File: src/rtl/fetch_pkg.sv
// fetch_pkg: shared constants and FSM state encoding for the instruction fetch queue.
package fetch_pkg;

  localparam int FQ_DEPTH = 4;
  localparam int FQ_AW    = 32;
  localparam int FQ_DW    = 32;

  typedef enum logic [1:0] {
    IDLE  = 2'd0,
    RUN   = 2'd1,
    FLUSH = 2'd2
  } fq_state_e;

  // Width of an occupancy counter able to hold every value from 0 to depth.
  function automatic int fq_cnt_w(input int depth);
    return $clog2(depth) + 1;
  endfunction

endpackage

File: src/rtl/fetch_fifo.sv
// fetch_fifo: circular store of {instruction, fetch address + 1} pairs.
// State changes on the falling clock edge, like the rest of the fetch pipeline.
// Clear has priority over push and pop. A pop on empty is ignored.
module fetch_fifo
  import fetch_pkg::*;
#(
  parameter int DEPTH = FQ_DEPTH,
  parameter int AW    = FQ_AW,
  parameter int DW    = FQ_DW
) (
  input  logic                         clk,
  input  logic                         rst,
  input  logic                         clear_i,
  input  logic                         push_i,
  input  logic                         pop_i,
  input  logic [DW-1:0]                push_ir_i,
  input  logic [AW-1:0]                push_pc1_i,
  output logic [DW-1:0]                head_ir_o,
  output logic [AW-1:0]                head_pc1_o,
  output logic [fq_cnt_w(DEPTH)-1:0]   count_o
);

  localparam int PW = $clog2(DEPTH);
  localparam int CW = fq_cnt_w(DEPTH);

  logic [DW-1:0] ir_mem_q  [DEPTH];
  logic [AW-1:0] pc1_mem_q [DEPTH];
  logic [PW-1:0] wr_ptr_q, wr_ptr_d;
  logic [PW-1:0] rd_ptr_q, rd_ptr_d;
  logic [CW-1:0] count_q, count_d;
  logic          empty_s, full_s, push_ok_s, pop_ok_s;

  assign empty_s   = (count_q == {CW{1'b0}});
  assign full_s    = (count_q == CW'(DEPTH));
  assign pop_ok_s  = pop_i && !empty_s;
  assign push_ok_s = push_i && (!full_s || pop_ok_s);

  // Next pointer and occupancy; pointers wrap naturally because DEPTH is a power of two.
  always_comb begin
    wr_ptr_d = wr_ptr_q;
    rd_ptr_d = rd_ptr_q;
    count_d  = count_q;
    if (clear_i) begin
      wr_ptr_d = {PW{1'b0}};
      rd_ptr_d = {PW{1'b0}};
      count_d  = {CW{1'b0}};
    end else begin
      if (push_ok_s) wr_ptr_d = wr_ptr_q + PW'(1);
      else           wr_ptr_d = wr_ptr_q;
      if (pop_ok_s)  rd_ptr_d = rd_ptr_q + PW'(1);
      else           rd_ptr_d = rd_ptr_q;
      case ({push_ok_s, pop_ok_s})
        2'b10:   count_d = count_q + CW'(1);
        2'b01:   count_d = count_q - CW'(1);
        default: count_d = count_q;
      endcase
    end
  end

  // Pointer and occupancy registers with synchronous active-low reset.
  always_ff @(negedge clk) begin
    if (!rst) begin
      wr_ptr_q <= {PW{1'b0}};
      rd_ptr_q <= {PW{1'b0}};
      count_q  <= {CW{1'b0}};
    end else begin
      wr_ptr_q <= wr_ptr_d;
      rd_ptr_q <= rd_ptr_d;
      count_q  <= count_d;
    end
  end

  // Entry storage; contents are only visible while the entry is counted.
  always_ff @(negedge clk) begin
    if (push_ok_s && !clear_i) begin
      ir_mem_q[wr_ptr_q]  <= push_ir_i;
      pc1_mem_q[wr_ptr_q] <= push_pc1_i;
    end
  end

  assign head_ir_o  = empty_s ? {DW{1'b0}} : ir_mem_q[rd_ptr_q];
  assign head_pc1_o = empty_s ? {AW{1'b0}} : pc1_mem_q[rd_ptr_q];
  assign count_o    = count_q;

endmodule

File: src/rtl/fetch_queue.sv
// fetch_queue: prefetches program-memory words into a small queue ahead of decode.
// Optional macro FETCH_BYPASS_EN forwards a response arriving at an empty queue
// straight to the outputs (latency 1); without it every response is enqueued first.
module fetch_queue
  import fetch_pkg::*;
#(
  parameter int DEPTH = FQ_DEPTH,
  parameter int AW    = FQ_AW,
  parameter int DW    = FQ_DW
) (
  input  logic                       clk,
  input  logic                       rst,
  output logic                       imem_req,
  output logic [AW-1:0]              imem_addr,
  input  logic [DW-1:0]              imem_rdata,
  input  logic                       redirect,
  input  logic [AW-1:0]              redirect_pc,
  output logic                       out_valid,
  input  logic                       out_ready,
  output logic [DW-1:0]              out_ir,
  output logic [AW-1:0]              out_pc_1,
  output logic [$clog2(DEPTH):0]     count
);

  localparam int CW = fq_cnt_w(DEPTH);

  fq_state_e     state_q, state_d;
  logic [AW-1:0] fetch_pc_q, fetch_pc_d;
  logic          inflight_q, inflight_d;

  logic [CW:0]   occ_s;
  logic          req_s, resp_s, push_s, pop_s, fifo_empty_s;
  logic [DW-1:0] fifo_ir_s;
  logic [AW-1:0] fifo_pc1_s;

  // Queued entries plus the outstanding read must stay below DEPTH so a push never overflows.
  assign occ_s        = {1'b0, count} + {{CW{1'b0}}, inflight_q};
  assign req_s        = (state_q == RUN) && !redirect && (occ_s < (CW+1)'(DEPTH));
  assign fifo_empty_s = (count == {CW{1'b0}});
  // fetch_pc already points one past the outstanding read, so it is that word's pc_1.
  assign resp_s       = inflight_q && !redirect;
  assign pop_s        = out_ready && !redirect && !fifo_empty_s;

  assign imem_req  = req_s;
  assign imem_addr = fetch_pc_q;

`ifdef FETCH_BYPASS_EN
  logic bypass_s;
  assign bypass_s  = fifo_empty_s && resp_s;
  assign push_s    = resp_s && !(bypass_s && out_ready);
  assign out_valid = !fifo_empty_s || bypass_s;
  assign out_ir    = bypass_s ? imem_rdata : fifo_ir_s;
  assign out_pc_1  = bypass_s ? fetch_pc_q : fifo_pc1_s;
`else
  assign push_s    = resp_s;
  assign out_valid = !fifo_empty_s;
  assign out_ir    = fifo_ir_s;
  assign out_pc_1  = fifo_pc1_s;
`endif

  // Next FSM state, fetch address and outstanding-read flag; redirect overrides normal sequencing.
  always_comb begin
    state_d    = state_q;
    fetch_pc_d = fetch_pc_q;
    inflight_d = 1'b0;
    if (redirect) begin
      state_d    = FLUSH;
      fetch_pc_d = redirect_pc;
    end else begin
      case (state_q)
        IDLE:    state_d = RUN;
        RUN:     state_d = RUN;
        FLUSH:   state_d = RUN;
        default: state_d = IDLE;
      endcase
      if (req_s) begin
        fetch_pc_d = fetch_pc_q + AW'(1);
        inflight_d = 1'b1;
      end else begin
        fetch_pc_d = fetch_pc_q;
        inflight_d = 1'b0;
      end
    end
  end

  // FSM and fetch-address registers; reset beats redirect and drops any pending response.
  always_ff @(negedge clk) begin
    if (!rst) begin
      state_q    <= IDLE;
      fetch_pc_q <= {AW{1'b0}};
      inflight_q <= 1'b0;
    end else begin
      state_q    <= state_d;
      fetch_pc_q <= fetch_pc_d;
      inflight_q <= inflight_d;
    end
  end

  fetch_fifo #(
    .DEPTH (DEPTH),
    .AW    (AW),
    .DW    (DW)
  ) u_fifo (
    .clk        (clk),
    .rst        (rst),
    .clear_i    (redirect),
    .push_i     (push_s),
    .pop_i      (pop_s),
    .push_ir_i  (imem_rdata),
    .push_pc1_i (fetch_pc_q),
    .head_ir_o  (fifo_ir_s),
    .head_pc1_o (fifo_pc1_s),
    .count_o    (count)
  );

endmodule

File: config.mk
export PLATFORM = sky130hd
export DESIGN_NAME = fetch_queue
export DESIGN_NICKNAME = d
export VERILOG_FILES = /design/src/rtl/fetch_pkg.sv /design/src/rtl/fetch_fifo.sv /design/src/rtl/fetch_queue.sv
export SDC_FILE = /design/constraint.sdc
export NUM_CORES = 1
export LEC_CHECK = 0
export CAP_MARGIN = 10
export CORE_AREA = 2 2 178 180
export CTS_BUF_LIST = sky130_fd_sc_hd__clkbuf_4 sky130_fd_sc_hd__clkbuf_8
export CTS_CLUSTER_SIZE = 30
export DETAILED_ROUTE_END_ITERATION = 16
export DIE_AREA = 0 0 180 182
export GPL_ROUTABILITY_DRIVEN = 0
export SYNTH_ARGS = -nofsm -noshare
export SYNTH_HDL_FRONTEND = slang
export SYNTH_SLANG_ARGS = --single-unit
File: constraint.sdc
create_clock -name clk -period 4.8 [get_ports clk]
set_clock_uncertainty 0.15 [all_clocks]
set_input_delay 0.96 -clock clk [delete_from_list [all_inputs] [get_ports clk]]
set_output_delay 0.96 -clock clk [all_outputs]
set_load 0.1 [all_outputs]
==> flow_summary.json <==
{
  "outcome": "finished with violations",
  "violations": "setup timing",
  "grt_pass1_vias": 9599,
  "final_area_um2": 18800,
  "synth_cells": 727,
  "wire_per_inst_um": 18.3,
  "fill_cells": 2314,
  "num_antenna_cells": 0,
  "crit_type": "reg -> out",
  "required_ns": 3.69,
  "synthArstFlopShare_pct": 0,
  "arrival_ns": 4.53,
  "place_hpwl_um": 20000,
  "final_nets": 1377,
  "place_area_um2": 16300,
  "leakage_nw": 7.55,
  "synth_edf_count": 256,
  "fin_hold_ws_ns": 0.290,
  "cts_tree": "built",
  "rsz0062_at_grt": "yes",
  "yosysUniqueCellTypes": 57,
  "final_util_pct": 60.7,
  "worstMarginPinSlew_ns": 0.981,
  "grt_usage_pct": 19.1,
  "cts_max_level": 2,
  "setup_ws_ns": -0.843,
  "syn_area_um2": 12200,
  "drv_slew": 0,
  "drc": 0,
  "clock_path_buffers": 3,
  "cts.sinks": 300,
  "first_pass_iters": 5,
  "row_count": 65,
  "area_delta_synth_final_pct": 54.8,
  "hold_path_class": "reg -> reg",
  "synth-seq-area-share_pct": 70.5,
  "fp.coreArea_um2": 31000,
  "wl_um": 31800,
  "grt_max_degree": 50,
  "worst_ir_drop_vdd_mv": 0.233,
  "reg2reg_depth": 7,
  "numPortBuffers": 168,
  "cts_hold_buf": 0,
  "dieArea_um2": 32800,
  "cp-start-kind": "flop",
  "via_count": 8682,
  "holdPathStages": 1,
  "cts-root-buf": "clkbuf_8",
  "cts_buffers": 50,
  "setup_viol": 66,
  "die_height_um": 182,
  "max_cap_viol_count": 0,
  "chipWidth_um": 180,
  "multi_input_area_um2": 3640,
  "worstSetupEndpointType": "output pin",
  "antenna_found_initial": 0,
  "drtAntennaViolNets": 0,
  "final-hold-violation-count": 0,
  "initial_core_util_pct": 39.2,
  "avgSynthCellArea_um2": 16.7,
  "synthTopCellsByArea": "edfxtp_1 63%, mux4_2 12%, dfxtp_1 7.2%",
  "synth_ff_type": "edfxtp_1",
  "clk_latency_ns": 0.58,
  "yosysWarnings": 0,
  "grt_pass1_wl_um": 48700,
  "crit_fanout": 6,
  "synth_seq_cells": 300,
  "slew_headroom_pct": 34.4,
  "pin_count": 169,
  "drive_gt1_share_pct": 32.9,
  "viasPerCell": 5.00,
  "power.density_nw_per_um2": 352,
  "grt_overflow_total": 0,
  "clk_pin_slew_ns": 0.04,
  "dp_slack_ns": -0.579,
  "yosysTopAreaCellShare_pct": 63.3,
  "synth_top_area_cell": "edfxtp_1",
  "drt-initial-drc-count": 728,
  "ff_latch_area_um2": 8610,
  "synth.net_count": 801
}
-- path summary, 6_finish.rpt --
| check | start | end | slack [ns] |
|---|---|---|---|
| setup / recovery | flop | out_pc_1[12] | -0.84 |
| hold / removal | state_q[0] | state_q[0] | 0.29 |
| setup reg to reg | imem_addr[1] | imem_addr[26] | 1.97 |
| hold reg to reg | state_q[0] | state_q[0] | 0.29 |
-- critical path, stage by stage (launching register included) --
cell and delay, ns:
dfxtp_4 0.40, buf_12 0.14, clkbuf_16 0.15, mux4_2 0.51
and2_4 0.18, buf_12 0.16
-- state kept, by name, indices dropped and copies added, names as in the netlist, named ones only --
register and flops:
imem_addr 32, u_fifo.pc1_mem_q 128, u_fifo.rd_ptr_q 2, state_q 2, u_fifo.ir_mem_q 128, u_fifo.wr_ptr_q 2
inflight_q 1, u_fifo.count_o 3
-- cell usage in the layout, fill, tap and decap left out, types with 3 or more instances in the layout --
cell type | netlist | routed
a21oi_1 | 18 | 18
a22oi_1 | 6 | 6
a31oi_1 | 17 | 17
and2_4 | 0 | 68
and3_1 | 4 | 4
and4_1 | 3 | 3
buf_12 | 0 | 127
buf_16 | 0 | 5
buf_4 | 0 | 59
buf_6 | 0 | 5
bufinv_16 | 0 | 5
clkbuf_8 | 0 | 51
clkdlybuf4s50_1 | 0 | 65
clkinvlp_2 | 0 | 15
dfxtp_1 | 44 | 28
dfxtp_2 | 0 | 7
dfxtp_4 | 0 | 9
edfxtp_1 | 256 | 256
ha_1 | 5 | 5
inv_1 | 13 | 323
mux2i_1 | 3 | 3
mux4_2 | 64 | 64
nand2_1 | 29 | 28
nand2b_1 | 3 | 3
nand3_1 | 13 | 11
nand4_1 | 14 | 14
nor2_1 | 27 | 27
nor2b_1 | 8 | 8
o211ai_1 | 3 | 3
o21a_1 | 4 | 4
o21ai_0 | 19 | 19
or3_1 | 5 | 4
or4_1 | 4 | 3
xnor2_1 | 4 | 4
xor2_1 | 3 | 3
-- cell type report --
class,instances,share of cell area [%]
flip-flops and latches,300,45.8
repair buffers,265,20.7
multi-input cells,373,19.3
clock inverters,334,7.50
clock buffers,51,3.73
well taps,402,2.67
inverters,13,0.273
-- report_power, final --
part           internal [mW]  switching (mW)
Sequential              2.87          0.0326
Clock                   1.59            1.65
Combinational          0.203           0.289
-- metrics by stage --
| step | power [mW] | cells | setup TNS [ns] |
|---|---|---|---|
| floorplan | 3.55 | 727 | -43.15 |
| global placement | 3.79 | 1337 | -154.45 |
| detailed placement | 3.79 | 1337 | -153.86 |
| CTS | 6.73 | 1733 | -53.44 |
| global route | 7.06 | 1738 | -56.97 |
| finish | 6.63 | 1738 | -52.49 |
-- cell usage after synthesis (4+ instances only) --
cell type / n
edfxtp_1: 256
and2_1: 69
mux4_2: 64
dfxtp_1: 44
clkbuf_1: 32
nand2_1: 29
nor2_1: 27
o21ai_0: 19
a21oi_1: 18
a31oi_1: 17
nand4_1: 14
inv_1: 13
nand3_1: 13
buf_2: 8
nor2b_1: 8
a22oi_1: 6
ha_1: 5
or3_1: 5
and3_1: 4
nor4b_1: 4
o21a_1: 4
or4_1: 4
xnor2_1: 4
-- repair_timing --
| item | 4_1_cts | 5_1_grt |
|---|---|---|
| setup endpoints to repair | 75 | 176 |
| setup buffers | 8 | 3 |
| pin swaps | 7 | 3 |
| resized for setup | 30 | 13 |
| gates cloned | 4 | 2 |
-- routing by layer --
metal  wire [µm]  track usage (%)  up-vias  part of all wire (%)
met5           0                0        -                     0
met4         471             9.59        0                   1.5
met3        1930             6.22       44                   6.1
met2       15500             29.3      349                    49
met1       13800             24.3     4255                    43
li1            -                -     4034                     -
-- logic make-up (layout without fill, tap and decap cells) --
family	Yosys count	in the layout	synth area share, %
flops	300	300	70.5
buf+inv	54	663	1.75
xor+xnor	7	7	0.505
simple gates	203	203	9.61
fa+ha+maj	6	6	0.680
compound gates	88	88	4.64
mux	69	69	12.3
Power figures use the tool's default switching activity.
